### config.mk
export PLATFORM = sky130hd
export DESIGN_NAME = alu_ctrl_mc_flat
export DESIGN_NICKNAME = d
export VERILOG_FILES = /design/src/rtl/alu_ctrl_mc_pkg.sv /design/src/rtl/alu_ctrl_mc_if.sv /design/src/rtl/alu_ctrl_mc_mdu_iter.sv /design/src/rtl/alu_ctrl_mc.sv /design/src/flat_wrapper.sv
export SDC_FILE = /design/constraint.sdc
export NUM_CORES = 1
export LEC_CHECK = 0
export CAP_MARGIN = 20
export CORE_MARGIN = 2
export CORE_UTILIZATION = 60
export CTS_CLUSTER_DIAMETER = 200
export DETAILED_ROUTE_END_ITERATION = 10
export DONT_BUFFER_PORTS = 1
export PLACE_DENSITY = 0.73
export SETUP_SLACK_MARGIN = 0.15
export SYNTH_ARGS = -nofsm -noshare
export SYNTH_HDL_FRONTEND = slang
export SYNTH_SLANG_ARGS = --single-unit
### constraint.sdc
create_clock -name clk_i -period 12.3 [get_ports clk_i]
set_input_delay 1.845 -clock clk_i [delete_from_list [all_inputs] [get_ports clk_i]]
set_output_delay 1.845 -clock clk_i [all_outputs]
set_load 0.02 [all_outputs]
### src/rtl/alu_ctrl_mc_pkg.sv
// -----------------------------------------------------------------------------
// alu_ctrl_pkg
// Shared codes for the multi-cycle ALU controller: ALUOp and funct encodings
// coming from the main decoder, the 4-bit ALU control codes, the MFHI/MFLO
// write-back select codes and the mul/div sequencing FSM state.
// Optional feature macro used by the files importing this package:
//   ALU_CTRL_MC_DIV_EN - enables DIV/DIVU (divider datapath and decode).
// -----------------------------------------------------------------------------
package alu_ctrl_pkg;

    // ALUOp field from the main decoder
    localparam logic [2:0] ALUOP_BRANCH = 3'b001;
    localparam logic [2:0] ALUOP_RTYPE  = 3'b010;
    localparam logic [2:0] ALUOP_ADDI   = 3'b100;
    localparam logic [2:0] ALUOP_SLTI   = 3'b101;
    localparam logic [2:0] ALUOP_LUI    = 3'b110;
    localparam logic [2:0] ALUOP_ORI    = 3'b111;

    // R-type function field
    localparam logic [5:0] FUNCT_ADD   = 6'b100000;
    localparam logic [5:0] FUNCT_SUB   = 6'b100010;
    localparam logic [5:0] FUNCT_AND   = 6'b100100;
    localparam logic [5:0] FUNCT_OR    = 6'b100101;
    localparam logic [5:0] FUNCT_NOR   = 6'b100111;
    localparam logic [5:0] FUNCT_SLT   = 6'b101010;
    localparam logic [5:0] FUNCT_MFHI  = 6'b010000;
    localparam logic [5:0] FUNCT_MFLO  = 6'b010010;
    localparam logic [5:0] FUNCT_MULT  = 6'b011000;
    localparam logic [5:0] FUNCT_MULTU = 6'b011001;
    localparam logic [5:0] FUNCT_DIV   = 6'b011010;
    localparam logic [5:0] FUNCT_DIVU  = 6'b011011;

    // ALU control codes
    typedef enum logic [3:0] {
        ALU_AND  = 4'b0000,
        ALU_OR   = 4'b0001,
        ALU_ADD  = 4'b0010,
        ALU_SUB  = 4'b0110,
        ALU_SLT  = 4'b0111,
        ALU_NOR  = 4'b1100,
        ALU_NONE = 4'b1111
    } alu_ctrl_t;

    // Write-back source select for MFHI/MFLO
    typedef enum logic [1:0] {
        MF_ALU = 2'b00,
        MF_HI  = 2'b01,
        MF_LO  = 2'b10
    } mf_sel_t;

    // Mul/div sequencing
    typedef enum logic [1:0] {
        ST_IDLE = 2'b00,
        ST_BUSY = 2'b01,
        ST_DONE = 2'b10
    } state_t;

endpackage

### src/rtl/alu_ctrl_mc_if.sv
// -----------------------------------------------------------------------------
// alu_ctrl_mc_if
// Decode-stage bundle between the main decoder/pipeline and alu_ctrl_mc.
//   valid_i, ALUOp_i, funct_i, src1_i, src2_i : decoder -> controller
//   ALUCtrl_o, stall_o, hi_o, lo_o, mf_sel_o, illegal_o : controller -> pipeline
// modport master : pipeline side (drives instruction fields)
// modport slave  : controller side
// -----------------------------------------------------------------------------
interface alu_ctrl_mc_if #(
    parameter int DATA_W = 32
);
    logic              valid_i;
    logic [2:0]        ALUOp_i;
    logic [5:0]        funct_i;
    logic [DATA_W-1:0] src1_i;
    logic [DATA_W-1:0] src2_i;
    logic [3:0]        ALUCtrl_o;
    logic              stall_o;
    logic [DATA_W-1:0] hi_o;
    logic [DATA_W-1:0] lo_o;
    logic [1:0]        mf_sel_o;
    logic              illegal_o;

    modport master (
        output valid_i, ALUOp_i, funct_i, src1_i, src2_i,
        input  ALUCtrl_o, stall_o, hi_o, lo_o, mf_sel_o, illegal_o
    );

    modport slave (
        input  valid_i, ALUOp_i, funct_i, src1_i, src2_i,
        output ALUCtrl_o, stall_o, hi_o, lo_o, mf_sel_o, illegal_o
    );
endinterface

### src/rtl/alu_ctrl_mc_mdu_iter.sv
// -----------------------------------------------------------------------------
// mdu_iter
// Unsigned iterative multiply/divide core, one bit per step.
//   Multiply : shift-add, {res_hi,res_lo} = op_a * op_b after DATA_W steps.
//   Divide   : restoring, res_lo = op_a / op_b, res_hi = op_a % op_b
//              (only when ALU_CTRL_MC_DIV_EN is defined).
// Ports
//   clk, srst        clock, synchronous active-high reset
//   start            load operands (one cycle)
//   step             perform one iteration this cycle
//   is_div           select divide (present only with ALU_CTRL_MC_DIV_EN)
//   op_a, op_b       unsigned multiplicand/multiplier or dividend/divisor
//   res_hi, res_lo   value the partial registers take after the current step;
//                    on the final step this is the finished result, so the
//                    caller can commit it on the same edge.
// Sign handling and the iteration count live in the caller.
// -----------------------------------------------------------------------------
module mdu_iter #(
    parameter int DATA_W = 32
) (
    input  logic              clk,
    input  logic              srst,
    input  logic              start,
    input  logic              step,
`ifdef ALU_CTRL_MC_DIV_EN
    input  logic              is_div,
`endif
    input  logic [DATA_W-1:0] op_a,
    input  logic [DATA_W-1:0] op_b,
    output logic [DATA_W-1:0] res_hi,
    output logic [DATA_W-1:0] res_lo
);
    // hi_reg: partial product high half / partial remainder
    // lo_reg: multiplier being shifted out / dividend shifting into quotient
    // opnd_reg: multiplicand / divisor
    logic [DATA_W-1:0] hi_reg, lo_reg, opnd_reg;
    logic [DATA_W-1:0] hi_next, lo_next;
    logic [DATA_W-1:0] load_lo, load_opnd;
    logic [DATA_W:0]   mul_sum;

    always_ff @(posedge clk) begin
        if (srst) begin
            hi_reg   <= '0;
            lo_reg   <= '0;
            opnd_reg <= '0;
        end else if (start) begin
            hi_reg   <= '0;
            lo_reg   <= load_lo;
            opnd_reg <= load_opnd;
        end else if (step) begin
            hi_reg   <= hi_next;
            lo_reg   <= lo_next;
        end
    end

    // Add multiplicand when the current multiplier LSB is set, then shift
    // the whole {carry,hi,lo} right by one.
    always_comb begin
        mul_sum = {1'b0, hi_reg} + (lo_reg[0] ? {1'b0, opnd_reg} : '0);
    end

`ifdef ALU_CTRL_MC_DIV_EN
    logic              div_reg;
    logic [DATA_W:0]   div_shift;
    logic [DATA_W:0]   div_diff;

    always_ff @(posedge clk) begin
        if (srst) begin
            div_reg <= 1'b0;
        end else if (start) begin
            div_reg <= is_div;
        end
    end

    always_comb begin
        load_lo   = is_div ? op_a : op_b;
        load_opnd = is_div ? op_b : op_a;
    end

    // Restoring step: shift next dividend bit into the remainder and
    // subtract the divisor if it fits. The shifted remainder is always
    // below 2*divisor, so a non-negative difference fits in DATA_W bits.
    always_comb begin
        div_shift = {hi_reg, lo_reg[DATA_W-1]};
        div_diff  = div_shift - {1'b0, opnd_reg};
        if (div_reg) begin
            if (div_diff[DATA_W]) begin
                hi_next = div_shift[DATA_W-1:0];
                lo_next = {lo_reg[DATA_W-2:0], 1'b0};
            end else begin
                hi_next = div_diff[DATA_W-1:0];
                lo_next = {lo_reg[DATA_W-2:0], 1'b1};
            end
        end else begin
            hi_next = mul_sum[DATA_W:1];
            lo_next = {mul_sum[0], lo_reg[DATA_W-1:1]};
        end
    end
`else
    always_comb begin
        load_lo   = op_b;
        load_opnd = op_a;
    end

    always_comb begin
        hi_next = mul_sum[DATA_W:1];
        lo_next = {mul_sum[0], lo_reg[DATA_W-1:1]};
    end
`endif

    assign res_hi = hi_next;
    assign res_lo = lo_next;

endmodule

### src/rtl/alu_ctrl_mc.sv
// -----------------------------------------------------------------------------
// alu_ctrl_mc
// ALU controller for the MIPS core with multi-cycle MULT/MULTU (and DIV/DIVU
// when ALU_CTRL_MC_DIV_EN is defined). Decodes ALUOp/funct combinationally,
// sequences the iterative multiply/divide unit, owns HI/LO and stalls PC/IF
// until a mul/div retires.
// Ports
//   clk_i   clock, rising edge
//   rst_i   synchronous reset, active-high (aborts any op in flight)
//   bus     alu_ctrl_mc_if.slave: valid_i, ALUOp_i, funct_i, src1_i, src2_i in;
//           ALUCtrl_o, stall_o, hi_o, lo_o, mf_sel_o, illegal_o out
// Parameters
//   DATA_W  operand / HI / LO width, also the iteration count
//   CNT_W   iteration counter width, 2**CNT_W > DATA_W
// Configuration macro: ALU_CTRL_MC_DIV_EN (divider present; otherwise DIV/DIVU
// decode as illegal and never issue).
// Timing: issue cycle (stall) -> DATA_W BUSY cycles (stall) -> DONE (no stall,
// result visible) -> IDLE. Divide by zero goes straight to DONE.
// -----------------------------------------------------------------------------
module alu_ctrl_mc
    import alu_ctrl_pkg::*;
#(
    parameter int DATA_W = 32,
    parameter int CNT_W  = 6
) (
    input  logic           clk_i,
    input  logic           rst_i,
    alu_ctrl_mc_if.slave   bus
);
    // ---------------- decode ----------------
    alu_ctrl_t alu_ctrl;
    mf_sel_t   mf_sel;
    logic      undecodable;
    logic      md_op, md_signed, md_div;

    always_comb begin
        alu_ctrl    = ALU_NONE;
        mf_sel      = MF_ALU;
        undecodable = 1'b0;
        md_op       = 1'b0;
        md_signed   = 1'b0;
        md_div      = 1'b0;
        case (bus.ALUOp_i)
            ALUOP_BRANCH: alu_ctrl = ALU_SUB;
            ALUOP_ADDI:   alu_ctrl = ALU_ADD;
            ALUOP_SLTI:   alu_ctrl = ALU_SLT;
            ALUOP_LUI:    alu_ctrl = ALU_ADD;
            ALUOP_ORI:    alu_ctrl = ALU_OR;
            ALUOP_RTYPE: begin
                case (bus.funct_i)
                    FUNCT_ADD:   alu_ctrl = ALU_ADD;
                    FUNCT_SUB:   alu_ctrl = ALU_SUB;
                    FUNCT_AND:   alu_ctrl = ALU_AND;
                    FUNCT_OR:    alu_ctrl = ALU_OR;
                    FUNCT_NOR:   alu_ctrl = ALU_NOR;
                    FUNCT_SLT:   alu_ctrl = ALU_SLT;
                    FUNCT_MFHI:  mf_sel   = MF_HI;
                    FUNCT_MFLO:  mf_sel   = MF_LO;
                    FUNCT_MULT: begin
                        md_op     = 1'b1;
                        md_signed = 1'b1;
                    end
                    FUNCT_MULTU: md_op = 1'b1;
`ifdef ALU_CTRL_MC_DIV_EN
                    FUNCT_DIV: begin
                        md_op     = 1'b1;
                        md_signed = 1'b1;
                        md_div    = 1'b1;
                    end
                    FUNCT_DIVU: begin
                        md_op     = 1'b1;
                        md_div    = 1'b1;
                    end
`endif
                    default: undecodable = 1'b1;
                endcase
            end
            default: undecodable = 1'b1;  // 000 / 011 carry no meaning
        endcase
    end

    assign bus.ALUCtrl_o = alu_ctrl;
    assign bus.mf_sel_o  = mf_sel;
    assign bus.illegal_o = bus.valid_i & undecodable;

    // ---------------- FSM ----------------
    state_t            state_reg, state_next;
    logic [CNT_W-1:0]  cnt_reg;
    logic              issue, div_zero, last_iter, stall;

    assign issue     = (state_reg == ST_IDLE) && bus.valid_i && md_op;
    assign div_zero  = md_div && (bus.src2_i == '0);
    assign last_iter = (state_reg == ST_BUSY) && (cnt_reg == CNT_W'(1));

    always_ff @(posedge clk_i) begin
        if (rst_i) begin
            state_reg <= ST_IDLE;
        end else begin
            state_reg <= state_next;
        end
    end

    always_comb begin
        state_next = state_reg;
        case (state_reg)
            ST_IDLE: if (issue) state_next = div_zero ? ST_DONE : ST_BUSY;
            ST_BUSY: if (cnt_reg == CNT_W'(1)) state_next = ST_DONE;
            // DONE never re-issues: the held instruction retires here.
            default: state_next = ST_IDLE;
        endcase
    end

    always_comb begin
        stall = 1'b0;
        case (state_reg)
            ST_IDLE: stall = issue;
            ST_BUSY: stall = 1'b1;
            default: stall = 1'b0;
        endcase
    end

    assign bus.stall_o = stall;

    // ---------------- datapath ----------------
    logic [DATA_W-1:0]   mag_a, mag_b;
    logic [DATA_W-1:0]   md_hi, md_lo;
    logic [DATA_W-1:0]   hi_reg, lo_reg;
    logic [DATA_W-1:0]   fix_hi, fix_lo;
    logic [2*DATA_W-1:0] prod;
    logic                neg_q_reg, neg_r_reg, div_reg;

    // The core works on magnitudes; signs are re-applied on the last edge.
    always_comb begin
        mag_a = (md_signed && bus.src1_i[DATA_W-1]) ? -bus.src1_i : bus.src1_i;
        mag_b = (md_signed && bus.src2_i[DATA_W-1]) ? -bus.src2_i : bus.src2_i;
    end

    mdu_iter #(
        .DATA_W (DATA_W)
    ) u_mdu (
        .clk    (clk_i),
        .srst   (rst_i),
        .start  (issue && !div_zero),
        .step   (state_reg == ST_BUSY),
`ifdef ALU_CTRL_MC_DIV_EN
        .is_div (md_div),
`endif
        .op_a   (mag_a),
        .op_b   (mag_b),
        .res_hi (md_hi),
        .res_lo (md_lo)
    );

    // Quotient/product negate when operand signs differ; the remainder
    // follows the dividend's sign.
    always_comb begin
        prod = {md_hi, md_lo};
        if (neg_q_reg) prod = -prod;
        fix_hi = prod[2*DATA_W-1:DATA_W];
        fix_lo = prod[DATA_W-1:0];
        if (div_reg) begin
            fix_lo = neg_q_reg ? -md_lo : md_lo;
            fix_hi = neg_r_reg ? -md_hi : md_hi;
        end
    end

    always_ff @(posedge clk_i) begin
        if (rst_i) begin
            cnt_reg   <= '0;
            hi_reg    <= '0;
            lo_reg    <= '0;
            neg_q_reg <= 1'b0;
            neg_r_reg <= 1'b0;
            div_reg   <= 1'b0;
        end else begin
            case (state_reg)
                ST_IDLE: begin
                    if (issue) begin
                        neg_q_reg <= md_signed & (bus.src1_i[DATA_W-1] ^ bus.src2_i[DATA_W-1]);
                        neg_r_reg <= md_signed & bus.src1_i[DATA_W-1];
                        div_reg   <= md_div;
                        if (div_zero) begin
                            lo_reg <= '1;
                            hi_reg <= bus.src1_i;
                        end else begin
                            cnt_reg <= CNT_W'(DATA_W);
                        end
                    end
                end
                ST_BUSY: begin
                    cnt_reg <= cnt_reg - CNT_W'(1);
                    if (last_iter) begin
                        hi_reg <= fix_hi;
                        lo_reg <= fix_lo;
                    end
                end
                default: ;
            endcase
        end
    end

    assign bus.hi_o = hi_reg;
    assign bus.lo_o = lo_reg;

endmodule
### src/flat_wrapper.sv
// flat-port wrapper written by rule: the top's interface ports become plain ports
module alu_ctrl_mc_flat import alu_ctrl_pkg::*;
#(
    parameter int DATA_W = 32,
    parameter int CNT_W  = 6
)
  (clk_i, rst_i, bus_valid_i, bus_ALUOp_i, bus_funct_i, bus_src1_i, bus_src2_i, bus_ALUCtrl_o, bus_stall_o, bus_hi_o, bus_lo_o, bus_mf_sel_o, bus_illegal_o);
  alu_ctrl_mc_if #(.DATA_W(DATA_W)) bus_i ();
  input  logic clk_i;
  input  logic rst_i;
  input wire logic [$bits(bus_i.valid_i)-1:0] bus_valid_i;
  input wire logic [$bits(bus_i.ALUOp_i)-1:0] bus_ALUOp_i;
  input wire logic [$bits(bus_i.funct_i)-1:0] bus_funct_i;
  input wire logic [$bits(bus_i.src1_i)-1:0] bus_src1_i;
  input wire logic [$bits(bus_i.src2_i)-1:0] bus_src2_i;
  output wire logic [$bits(bus_i.ALUCtrl_o)-1:0] bus_ALUCtrl_o;
  output wire logic [$bits(bus_i.stall_o)-1:0] bus_stall_o;
  output wire logic [$bits(bus_i.hi_o)-1:0] bus_hi_o;
  output wire logic [$bits(bus_i.lo_o)-1:0] bus_lo_o;
  output wire logic [$bits(bus_i.mf_sel_o)-1:0] bus_mf_sel_o;
  output wire logic [$bits(bus_i.illegal_o)-1:0] bus_illegal_o;
  assign bus_i.valid_i = bus_valid_i;
  assign bus_i.ALUOp_i = bus_ALUOp_i;
  assign bus_i.funct_i = bus_funct_i;
  assign bus_i.src1_i = bus_src1_i;
  assign bus_i.src2_i = bus_src2_i;
  assign bus_ALUCtrl_o = bus_i.ALUCtrl_o;
  assign bus_stall_o = bus_i.stall_o;
  assign bus_hi_o = bus_i.hi_o;
  assign bus_lo_o = bus_i.lo_o;
  assign bus_mf_sel_o = bus_i.mf_sel_o;
  assign bus_illegal_o = bus_i.illegal_o;
  alu_ctrl_mc #(.DATA_W(DATA_W), .CNT_W(CNT_W)) u_core (.clk_i(clk_i), .rst_i(rst_i), .bus(bus_i));
endmodule
==> run metrics <==
most area-consuming cells after synthesis dfxtp_1 (30%), nand2_1 (7.2%), nor2_1 (6.6%), xor2_1 (6.1%), a211oi_1 (5.6%); Net count, final 1,539; global-route wire length before repair 48,010 um; detail-routed via count per cell 6.300; number of H-tree levels 4; number of top-level design ports 148; DRC marker count from the first detailed-route iteration 972; number of port buffers 0; per-instance average area after synthesis 7.550 um2; ant diodes 0; worst IR drop on VDD 0.09337 mV; Arrival @ worst endpoint 3.15 ns; Remaining Overflow, GRT 0; setup repair after global routing missed its margin false; final setup slack of the worst path 7.300 ns; number of distinct library cells after synthesis 83; count of hold-fix buffers inserted at cts 0; clock sink count 169; area of the placeable core 18,580 um2; leading cell type in the layout, fill and taps excluded nand2_1; total of fill cells in the finished design 1,682; post-cts sizing count 0; fraction of final layout cells sized beyond drive strength 1 0.05633; Netlist Area Pre-Place 11,270 um2; most used flip-flop cell after synthesis dfxtp_1; share of synthesized area occupied by flip-flops and latches 0.3001; number of antenna violations at the first check in global routing 0; area fraction of the dominant cell type after synthesis 0.3001; maximum clock frequency 200.0 MHz; max-cap violation count 0; Die Outline Area 19,900 um2; number of vias after detailed routing 10,530; clk_skew 0.01712 ns; final RePlAce weighted congestion 0.9433; maximum number of pins on one net before global-route repair 139; Worst Path Class, Setup in2out; final hold slack 0.4551 ns; Die Span Y 141.1 um; kind of launch point of the worst setup path primary input; fin. max-slew vios 0; simple-gate share of the synthesized area 0.2574; gate count of the mapped netlist 1,493; instance count on the critical path 3; clock tree from TritonCTS built; Worst Hold Class reg2reg; die span in x 141.1 um; setup bufs post-CTS 0; transition time at the pin with the least slew margin 0.9716 ns; remaining antenna violation count after routing 0; total setup violations reported at the end of the flow 0; clk slew on worst S/H paths 0.06 ns; Wirelength per Cell 18.15 um; vias in the first global route 9,187; CTS Buffer Depth 2; longest individual stage delay on the worst path 0.74 ns; remaining design rule violation count 0; area occupied by registers 3385 um2; Buf/Inv on CP 0; crit path capture type output pin; Mapped Nets 1,607; highest-count cells in the layout ignoring fill and taps nand2_1 (216), nor2_1 (198), dfxtp_1 (168), a21oi_1 (95), a211oi_1 (84); maximum net fanout on the critical path 6; layout overhead on the synthesized area 5.195%; Hold Path Stages 2; Largest delay share family, worst path simple AND/OR/NAND/NOR gates; Total Routing Usage GR 0.2989; cells traversed along the worst timing path nand2b_1 > or3_1 > nor4_1; number of warning messages in the yosys log 0; leading area contributor after synthesis dfxtp_1; combinational family with the most area after synthesis simple AND/OR/NAND/NOR gates; Power Density 98.33 nW/um2; outcome complete, no violations; required time of the worst setup path 10.45 ns; initial cell density of the core 0.6067; Post-synth EDFFs 0; power consumption 1166 uW; total count of hold-check failures in the final report 0; clock latency on the worst-skew pair 0.45 ns; cells on worst reg2reg path 13; asr flop ratio synth 0; Post-Route Setup TNS 0 ns; Final Critical Period 5.000 ns; leakage power 0.004186 uW; standard-cell rows 50; XOR/XNOR share of the synthesized area 0.1057; clock root cell clkbuf_16; worst slew margin relative to its limit 0.3508; critical path's slowest cell nor4_1; pre-CTS setup slack 7.284 ns; fin crit share 0.4065; clock buffer count from CTS 17; share of synthesized cell area in full adder, half adder and majority cells 0.04285; post-synthesis compound-gate area fraction 0.2420; mux contribution to synthesized area 0.005550; HPWL reported at the end of detailed placement 22,310 um; first-pass detailed-route iteration total 5; area of combinational cells with multiple inputs 7393 um2; number of register bits inferred by synthesis 169; DRT Wirelength 30,340 um
[synthesized netlist by cell type, drive strengths merged (19+ instances only)]
cell type,number
nor4,19
ha,37
a211oi,84
xor2,79
inv,19
xnor2,57
a21oi,97
and2,38
nand2,217
or3,21
o21ai,76
nor3,33
nor2,199
clkbuf,77
nand3,19
o31ai,25
a311oi,42
dfxtp,169
[area by class of cell]
cell class	instances	share of cell area
repair buffers	11	0.006964
flip-flops and latches	169	0.2854
multi-input cells	1207	0.6235
inverters	19	0.006015
clock buffers	18	0.03619
well taps	234	0.02469
clock inverters	14	0.01720
[worst reg2reg max path, delay by kind of cell (launching register included)]
| family | cells | cell delay, ns |
|---|---|---|
| buf+inv | 1 | 0.20 |
| flops | 1 | 0.83 |
| compound gates | 5 | 1.58 |
| fa+ha+maj | 1 | 0.40 |
| simple gates | 6 | 1.81 |
[routing by layer]
layer | wire length, um | global-route usage
met3 | 2484 | 0.05842
met4 | 613 | 0.09316
met2 | 13250 | 0.4527
met5 | 0 | 0
met1 | 13990 | 0.4293
[metrics by stage]
step | instance area, um2 | util | std cells
after floorplan | 11270 | - | 1493
after global placement | 11220 | 0.6041 | 1640
after detailed placement | 11220 | 0.6041 | 1640
after CTS | 11860 | 0.6382 | 1672
after global routing | 11860 | 0.6382 | 1672
final | 11860 | 0.6382 | 1672
[worst paths after layout]
kind / start / end / slack (ns)
setup / recovery: bus_ALUOp_i[0] / bus_mf_sel_o[0] / 7.30
hold / removal: u_core.u_mdu.opnd_reg[0]$_SDFFE_PP0P_ / u_core.u_mdu.opnd_reg[0]$_SDFFE_PP0P_ / 0.46
setup reg to reg: u_core.u_mdu.lo_reg[0]$_SDFFE_PP0P_ / u_core.bus.hi_o[31]$_SDFFE_PP0P_ / 7.42
hold reg to reg: u_core.u_mdu.opnd_reg[0]$_SDFFE_PP0P_ / u_core.u_mdu.opnd_reg[0]$_SDFFE_PP0P_ / 0.46
[cell families after synthesis]
kind of cell,after synthesis
simple gates,627
buf+inv,117
mux,6
xor+xnor,136
fa+ha+maj,38
flops,169
compound gates,400
[power breakdown]
part	internal (uW)	leakage (uW)	switching, uW
sequential	547	0.00136	0.760
clock	345	0.000305	242
combinational	13.3	0.00252	17.1
total	906	0.00419	260
Power figures use the tool's default switching activity.
